## src/rtl/led_event_blinker.sv

```systemverilog
// led_event_blinker: stretches single-cycle event pulses into visible LED blinks, queueing a saturating backlog.
module led_event_blinker #(
    parameter int CNT_W          = 20,
    parameter int ON_CYCLES      = 1000000,
    parameter int OFF_CYCLES     = 500000,
    parameter int PEND_W         = 4,
    parameter bit LED_ACTIVE_LOW = 1'b0
) (
    input  logic              clk,
    input  logic              rstn,
    input  logic              evt_pulse,
    input  logic              clr,
    output logic              led_out,
    output logic              busy,
    output logic [PEND_W-1:0] pending,
    output logic              ovf
);
    typedef enum logic [1:0] {IDLE, ON, GAP} state_t;
    localparam logic [CNT_W-1:0]  ON_LAST  = CNT_W'(ON_CYCLES - 1);
    localparam logic [CNT_W-1:0]  OFF_LAST = CNT_W'(OFF_CYCLES - 1);
    localparam logic [PEND_W-1:0] PEND_MAX = '1;
    localparam logic              LED_OFF  = LED_ACTIVE_LOW;
    state_t           state;
    logic [CNT_W-1:0] timer;
    logic             start, inc, dec;
    assign start = (state == IDLE || (state == GAP && timer == OFF_LAST)) && (pending != '0 || evt_pulse) && !clr;
    // an event that coincides with a start either is consumed directly or offsets the dequeue
    assign inc = evt_pulse && !start;
    assign dec = start && !evt_pulse;
    always_ff @(posedge clk or negedge rstn) begin
        if (!rstn) begin
            state   <= IDLE;
            timer   <= '0;
            pending <= '0;
            ovf     <= 1'b0;
            busy    <= 1'b0;
            led_out <= LED_OFF;
        end else begin
            if (clr) begin
                pending <= '0;
                ovf     <= 1'b0;
            end else if (inc) begin
                if (pending == PEND_MAX) ovf <= 1'b1;
                else pending <= pending + PEND_W'(1);
            end else if (dec) begin
                pending <= pending - PEND_W'(1);
            end
            case (state)
                IDLE: if (start) begin
                    state   <= ON;
                    timer   <= '0;
                    busy    <= 1'b1;
                    led_out <= ~LED_OFF;
                end
                ON: if (timer == ON_LAST) begin
                    state   <= GAP;
                    timer   <= '0;
                    led_out <= LED_OFF;
                end else begin
                    timer <= timer + CNT_W'(1);
                end
                GAP: if (timer == OFF_LAST) begin
                    state   <= start ? ON : IDLE;
                    timer   <= '0;
                    busy    <= start;
                    led_out <= start ^ LED_OFF;
                end else begin
                    timer <= timer + CNT_W'(1);
                end
                default: state <= IDLE;
            endcase
        end
    end
endmodule
```

## config.mk

```make
export PLATFORM = sky130hd
export DESIGN_NAME = led_event_blinker
export DESIGN_NICKNAME = d
export VERILOG_FILES = /design/src/rtl/led_event_blinker.sv
export SDC_FILE = /design/constraint.sdc
export NUM_CORES = 1
export LEC_CHECK = 0
export BUFFER_PORTS_ARGS = -buffer_cell sky130_fd_sc_hd__buf_2
export CAP_MARGIN = 10
export CORE_MARGIN = 2
export CORE_UTILIZATION = 50
export DETAILED_ROUTE_END_ITERATION = 7
export PLACE_DENSITY = 0.67
export SLEW_MARGIN = 10
export SYNTH_ARGS = -nofsm -noshare
export SYNTH_HDL_FRONTEND = slang
export SYNTH_SLANG_ARGS = --single-unit
```

## constraint.sdc

```tcl
create_clock -name clk -period 6 [get_ports clk]
set_input_delay 0.6 -clock clk [delete_from_list [all_inputs] [get_ports clk]]
set_output_delay 0.6 -clock clk [all_outputs]
set_load 0.02 [all_outputs]
```

Word level (Yosys, flattened, before mapping)
Cells that the tools add are included. W data, S select, Z words.

Register bits after elaboration: 29. Output and inout bits: 7. Word-level logic and storage cells: 62.

$add $sub $neg: 3. Equal/unequal tests: 9. Muxes and demuxes: 21. Reductions and logical operators: 23.

Operators with widths (count): $mux W20 (3); $pmux W20 S3 (1); $add A20 B1 Y20 const B (1); $eq A20 B19 Y1 const B (1); $eq A20 B20 Y1 const B (1); $mux W4 (4); $mux W1 (7); $mux W2 (3); $pmux W2 S3 (1); $reduce_and A2 Y1 (3); $reduce_and A3 Y1 (2); $reduce_bool A2 Y1 (3); $reduce_bool A3 Y1 (2); $logic_and A1 B1 Y1 (5); $add A4 B1 Y4 const B (1); $eq A4 B4 Y1 const B (1); $ne A2 B2 Y1 const B (2); $reduce_and A4 Y1 (1); $reduce_bool A4 Y1 (1); $sub A4 B1 Y4 const B (1); $logic_not A1 Y1 (3); $ne A3 B3 Y1 const B (1); $pmux W1 S3 (1); $eq A2 B1 Y1 const B (1); 5 further kinds (6).

Longest topological paths before layout
Gate-level depths: netlist of run 1.

Depth in word-level cells: 9. Depth in mapped cells: 12. Gate-level depth less buffers: 12.

Worst setup path before layout of run 1
No wires, ideal clock.

Path kind: flip-flop to flip-flop. From: register timer[0]. To: register pending[3]. Arrival: 2986 ps. Data required time: 5873 ps. Slack: 2886 ps. Stages on the path, launching flop included: 12. Buffers on the path: 0. Path through: dfrtp_1 > ha_1 > and2_1 > nand4_2 > o41a_1 > o21ai_0 > ha_1 > a21o_1 > a21oi_1 > nand2_1 > o31a_1 > mux2_1.

Cells in the longest elaborated chain, start to end: 9. Elaborated cells between the ends (all ways): 13. Classes of those cells: eq/ne: 2; mux: 2; reduce/logical: 9.

Ends and longest elaborated chain: from (decl) (RTL line 24) `logic [CNT_W-1:0] timer;`; from (signal assigned) (RTL line 60) `timer <= timer + CNT_W'(1);`; from (signal assigned) (RTL line 68) `timer <= timer + CNT_W'(1);`; $eq A20 B19 Y1 * (RTL line 26) `assign start = (state == IDLE || (state == GAP && timer == OFF_LAST)) && (pending != '0 || evt_pulse) && !clr;`; $logic_and A1 B1 Y1 * (RTL line 26); $logic_or A1 B1 Y1 * (RTL line 26); $logic_and A1 B1 Y1 * (2 in a row) (RTL line 26); $logic_not A1 Y1 (RTL line 28) `assign inc = evt_pulse && !start;`; $logic_and A1 B1 Y1 (RTL line 28); $ne A3 B3 Y1 (no line) (tied with other cells); $reduce_and A2 Y1 (no line) / $mux W4 (equally long branches); to (signal assigned) (RTL line 44) `else pending <= pending + PEND_W'(1);`; to (signal assigned) (RTL line 46) `pending <= pending - PEND_W'(1);`; to (decl) (RTL line 15) `output logic [PEND_W-1:0] pending,`.

Every way passes the cells marked *; elsewhere a longest branch is shown, timed or not. A chain may end at the register's enable or synchronous reset.

Worst setup path in the final report of run 1
Ends and elaborated chain as after synthesis.

==> results.md, run 1 <==
- Max cap viols: 0
- Initial antenna violation count: 0
- Initial DRC count: 127
- Setup ws final: 2.55 ns
- Die Wd: 65.5 um
- Area leader, netlist: dfrtp_1
- Cell Chain, Critical Path: ha_1, and2_1, nand4_2, o41a_1, o21ai_0, ha_1, a21o_1, a21oi_1, nand2_1, o31a_1, mux2_1
- Crit path launch type: flop
- Simple-gate share of the synthesized area: 24.4%
- Wirelength per Cell: 15.2 um
- Commonest cells after routing, fill and taps aside: 29 x dfrtp_1, 21 x nand3_1, 20 x nand2_1
- H-tree depth: 2
- Largest net degree at the start of global routing: 30
- Clock latency on the worst-skew pair: 0.28 ns
- Main combinational cell family by area after synthesis: simple AND/OR/NAND/NOR gates
- Layout net count: 239
- YS warnings: 0
- Post-cts repair resize count: 0
- Final worst path period share: 57.5%
- FF+latch count, synth: 29
- Fin util: 56.7%
- Post-Synth Adder-Cell Area: 5.68%
- Met3 Use GR: 5.14%
- Total track usage: 22.1%
- Crit path kind: flop to flop
- HP Class: input port to async pin
- Top_reg_cell synth: dfrtp_1
- Post-synthesis mux area share: 2.25%
- Busiest layer in global routing: met2
- Routed vias/inst: 6.01
- Avg Inst Size Synth: 8.72 sq um
- Rows: 22
- TritonCTS clock tree: done
- Number of fill cells: 337
- Mapped Cells: 217
- Die Y: 65.5 um
- Slowest stage delay, CP: 0.54 ns
- WP data required: 6.16 ns
- Post-CTS setup buffers: 0
- Detailed Place HPWL: 3.02 mm
- Synth unique cells: 46
- Netlist Area Pre-Place: 0.00189 sq mm
- Placed inst area: 0.00196 sq mm
- Global-route wire length before repair: 7.31 mm
- TritonRoute pass-1 iters: 4
- Setup TNS: 0 ns
- Initial Util: 51.7%
- DRT antenna net count: 0
- Actual slew at the worst max-slew pin: 0.999 ns
- Fin crit period: 3.45 ns
- TritonCTS Buffers: 5
- Main area contributors after synthesis: dfrtp_1 38%, nand3_1 5.6%, a21oi_1 4.8%, ha_1 4.6%, nand2_1 4.0%
- Status: completed
- Slew margin rel.: 33.4%
- Leakage Power: 0.870 nW
- CP max FO: 7
- Crit end category: flop
- Cell area power density: 405 mW/mm^2
- CTS Buffer Depth: 2
- Share of cells above drive strength 1: 11.0%
- Synth Area in Compound Gates: 23.2%
- CTS Sinks: 29
- # setup viols final: 0
- I/O pins: 11
- Routed wire length: 4.19 mm
- RSZ-0062 raised after global routing: false
- Vias in the first global route: 1,542
- Met2 Usage GRT: 36.5%
- Achievable Freq: 0.290 GHz
- Final Max Tran Viols: 0
- Clk slew on worst S/H paths: 0.07 ns
- CTS root buffer: clkbuf_8
- Final Skew: 0.00915 ns
- Slowest-stage cell, CP: o41a_1
- Die area: 0.00429 sq mm
- Syn_nets: 229
- Layout area overhead: 9.65%
- Number of synthesized flops with an enable pin: 0
- Total gr overflow: 0
- XOR/XNOR Fraction of Synth Area: 0.463%
- Total core area: 0.00366 sq mm
- Seq/Total Area, Yosys: 38.3%
- Commonest non-fill, non-tap cell in the layout: dfrtp_1
- Arrival time worst endpoint: 3.61 ns
- Routed vias: 1,659
- Fin. Hold Viols: 0
- IO buf count: 10
- Fin area: 0.00208 sq mm
- Post-CTS Hold Buffers: 0
- Post-synth top area share: 38.3%
- Worst path top cell family by delay: compound AO/OA/AOI/OAI gates
- Synth async-reset ratio: 100%
- DRC: 0
- R2R setup slack: 2.55 ns
- Routability cong.: 0.852
- CP bufs+invs: 0
- Grt met1 use: 29.3%
- Ant. Diodes: 0
- Max IR drop VDD: 0.000279 V
- Most used cell, CP: ha_1
- Setup WS pre-CTS: 2.59 ns
## metal layers
| layer | share of wire [%] | routed length (um) |
|---|---|---|
| met5 | 0 | 0 |
| met4 | 0.55 | 23 |
| met1 | 46 | 1940 |
| met2 | 50 | 2080 |
| met3 | 3.5 | 148 |
## cell usage after synthesis, drive strengths merged, types with 3 or more instances
master and number:
o21ai 10, clkbuf 3, nor3 6, nand3 21, a21o 5, inv 17
dfrtp 29, a21oi 19, nor2 15, o22ai 8, and2 3, o21ba 3
a22o 4, nand2 20, buf 4, nand4 8, ha 7, a31oi 3
## power breakdown
| group | total [mW] | internal, mW | switching [mW] |
|---|---|---|---|
| clock | 0.208 | 0.135 | 0.0729 |
| sequential | 0.248 | 0.222 | 0.0261 |
| combinational | 0.385 | 0.139 | 0.246 |
| total | 0.841 | 0.496 | 0.345 |
## worst register-to-register path, cell delays in order (launching register included)
cell and delay [ns]:
dfrtp_1 0.40, ha_1 0.23, and2_1 0.24, nand4_2 0.20
o41a_1 0.54, o21ai_0 0.43, ha_1 0.32, a21o_1 0.17
a21oi_1 0.19, nand2_1 0.08, o31a_1 0.24, mux2_1 0.30
## final timing paths
kind / depth (start not counted) / to / startpoint
max: 11 / pending[3] / timer[0]
min: 1 / timer[15] / rstn
max reg2reg: 11 / pending[3] / timer[0]
min reg2reg: 2 / timer[1] / timer[1]
max in group asynchronous: 1 / timer[12] / rstn
min in group clk: 2 / timer[1] / timer[1]
## sequential cells by signal, summed over array words and instances, names as in the netlist
register  cells
ovf           1
state         2
busy          1
led_out       1
pending       4
timer        20
## layout make-up
cell class / count / area [sq um] / share of cell area (%)
Timing Repair Buffer: 10 / 50.0 / 2.41
Clock buffer: 7 / 86.3 / 4.16
Sequential cell: 29 / 726 / 35.0
Inverter: 17 / 63.8 / 3.07
Clock inverter: 1 / 30.0 / 1.45
Multi-Input combinational cell: 164 / 1060 / 51.1
Tap cell: 48 / 60.1 / 2.89
## per-stage QoR
step / hold WS [ns] / instances / power (mW)
floorplan: 0.304 / 217 / 0.556
global placement: 0.498 / 268 / 0.621
detailed placement: 0.517 / 268 / 0.633
CTS: 0.367 / 276 / 0.843
global route: 0.406 / 276 / 0.906
finish: 0.342 / 276 / 0.841
## cell families (layout without fill, tap and decap cells)
| group | after synthesis | count (layout) |
|---|---|---|
| flip-flops | 29 | 29 |
| adder cells (fa/ha/maj) | 8 | 8 |
| AO/OA/AOI/OAI | 64 | 64 |
| multiplexers | 4 | 4 |
| AND/OR/NAND/NOR | 87 | 87 |
| buffers and inverters | 24 | 35 |
| XOR/XNOR | 1 | 1 |
Power figures use the tool's default switching activity.
==> run 2, diff against run 1 <==
--- a/config.mk
+++ b/config.mk
@@ -10,7 +10,7 @@
 export CORE_MARGIN = 2
 export CORE_UTILIZATION = 50
 export DETAILED_ROUTE_END_ITERATION = 7
-export PLACE_DENSITY = 0.67
+export PLACE_DENSITY = 0.7
 export SLEW_MARGIN = 10
 export SYNTH_ARGS = -nofsm -noshare
 export SYNTH_HDL_FRONTEND = slang
==> constraint.sdc (replaced) <==
create_clock -name clk -period 2.9 [get_ports clk]
set_input_delay 0.29 -clock clk [delete_from_list [all_inputs] [get_ports clk]]
set_output_delay 0.29 -clock clk [all_outputs]
set_load 0.02 [all_outputs]
==> results.md, run 2 (synthesized netlist as in run 1, its figures left out) <==
- Share of cells above drive strength 1: 19.2% (was 11.0%)
- Routed vias: 1,750 (was 1,659)
- Largest net degree at the start of global routing: 30 (unchanged)
- Clock latency on the worst-skew pair: 0.28 ns (about the same)
- Total track usage: 23.0% (was 22.1%)
- Commonest cells after routing, fill and taps aside: 29 x dfrtp_1, 21 x nand3_1, 20 x nand2_1 (unchanged)
- Clk slew on worst S/H paths: 0.07 ns (about the same)
- Regs by FF count: timer x20, pending x4, state x2 (unchanged)
- Layout area overhead: 16.1% (was 9.65%)
- HP Class: input port to async pin (unchanged)
- DRC: 0 (unchanged)
- Final Max Tran Viols: 0 (unchanged)
- Number of fill cells: 314 (was 337)
- Max cap viols: 0 (unchanged)
- Total core area: 0.00366 sq mm (unchanged)
- DRT antenna net count: 0 (unchanged)
- IO buf count: 10 (unchanged)
- Rows: 22 (unchanged)
- Most flop-heavy register: timer (unchanged)
- Fin. Hold Viols: 0 (unchanged)
- Fin crit period: 2.71 ns (was 3.45 ns)
- Global-route wire length before repair: 7.56 mm (was 7.31 mm)
- CTS Sinks: 29 (unchanged)
- Achievable Freq: 0.368 GHz (was 0.290 GHz)
- Vias in the first global route: 1,606 (was 1,542)
- Setup TNS: 0 ns (unchanged)
- Routed vias/inst: 5.97 (was 6.01)
- Arrival time worst endpoint: 2.88 ns (was 3.61 ns)
- Layout net count: 256 (was 239)
- RSZ-0062 raised after global routing: false (unchanged)
- Initial DRC count: 84 (was 127)
- Slew margin rel.: 48.0% (was 33.4%)
- Post-CTS Hold Buffers: 0 (unchanged)
- Fin util: 60.0% (was 56.7%)
- CTS Buffer Depth: 2 (unchanged)
- Status: completed (unchanged)
- Actual slew at the worst max-slew pin: 0.780 ns (was 0.999 ns)
- Crit path launch type: flop (unchanged)
- H-tree depth: 2 (unchanged)
- CTS root buffer: clkbuf_8 (unchanged)
- Initial Util: 51.7% (unchanged)
- Cell area power density: 797 mW/mm^2 (was 405 mW/mm^2)
- WP data required: 3.07 ns (was 6.16 ns)
- Total gr overflow: 0 (unchanged)
- TritonRoute pass-1 iters: 5 (was 4)
- Die area: 0.00429 sq mm (unchanged)
- TritonCTS Buffers: 5 (unchanged)
- CP max FO: 4 (was 7)
- Crit path kind: flop to flop (unchanged)
- Commonest non-fill, non-tap cell in the layout: dfrtp_1 (unchanged)
- TritonCTS clock tree: done (unchanged)
- Initial antenna violation count: 0 (unchanged)
- Die Y: 65.5 um (unchanged)
- Die Wd: 65.5 um (unchanged)
- Routed wire length: 4.52 mm (was 4.19 mm)
- Final Skew: 0.00764 ns (was 0.00915 ns)
- Leakage Power: 0.941 nW (was 0.870 nW)
- I/O pins: 11 (unchanged)
- Detailed Place HPWL: 3.23 mm (was 3.02 mm)
- # setup viols final: 0 (unchanged)
- R2R setup slack: 0.19 ns (was 2.55 ns)
- Wirelength per Cell: 15.4 um (was 15.2 um)
- Crit end category: flop (unchanged)
- Max IR drop VDD: 0.000511 V (was 0.000279 V)
- Ant. Diodes: 0 (unchanged)
- Max reg flops: 20 (unchanged)
- Routability cong.: 0.866 (was 0.852)
- Final worst path period share: 93.6% (was 57.5%)
[run 2: repair_timing]
item,4_1_cts,5_1_grt
endpoints found under the setup margin,0,1
resized for setup,0,4
setup buffers,0,3
[run 2: worst paths after layout]
kind                       startpoint          to  cells after the start
max                         timer[10]  pending[3]                     10
min in group clk                  clr         ovf                      2
min                              rstn    state[0]                      1
min reg2reg                  timer[1]    timer[1]                      2
max in group asynchronous        rstn   timer[15]                      1
max reg2reg                 timer[10]  pending[3]                     10
[run 2: per-stage QoR]
step | area [sq um] | instances | power, mW | setup slack (ns) | hold WS [ns]
CTS | 2150 | 290 | 1.73 | 0.0667 | 0.0518
finish | 2200 | 293 | 1.75 | 0.186 | 0.0272
global route | 2200 | 293 | 1.88 | 0.0390 | 0.0925
detailed placement | 2070 | 282 | 1.40 | 0.0788 | 0.355
global placement | 2070 | 282 | 1.39 | 0.149 | 0.356
floorplan | 1900 | 217 | 1.15 | 0.0387 | -0.00559
[run 2: metal layers]
layer	vias up	global-route usage, %	wire length (um)
met5	-	0	0
met4	0	8.33	76
met3	9	5.14	201
met2	45	35.3	2140
met1	841	31.8	2100
li1	855	-	-
[run 2: cell type report]
type | count | area [sq um] | area share (%)
Multi-Input combinational cell | 164 | 1090 | 49.5
Sequential cell | 29 | 726 | 33.0
Timing Repair Buffer | 27 | 178 | 8.09
Clock buffer | 6 | 72.6 | 3.30
Inverter | 17 | 63.8 | 2.90
Tap cell | 48 | 60.1 | 2.73
Clock inverter | 2 | 10.0 | 0.456
[run 2: worst max-delay path, cell delays in order, from the launching register on]
cell and delay [ns]:
dfrtp_1 0.44, nor4b_4 0.34, nand4_2 0.13, o41a_1 0.37
o21ai_2 0.15, ha_1 0.25, a21o_1 0.19, a21oi_2 0.15
nand2_1 0.06, o31a_1 0.24, mux2_1 0.30
[run 2: where the power goes]
| part | internal (mW) | switching [mW] | total, mW |
|---|---|---|---|
| clock network | 0.166 | 0.161 | 0.327 |
| logic | 0.365 | 0.543 | 0.908 |
| registers | 0.459 | 0.0573 | 0.517 |
| total | 0.990 | 0.761 | 1.75 |
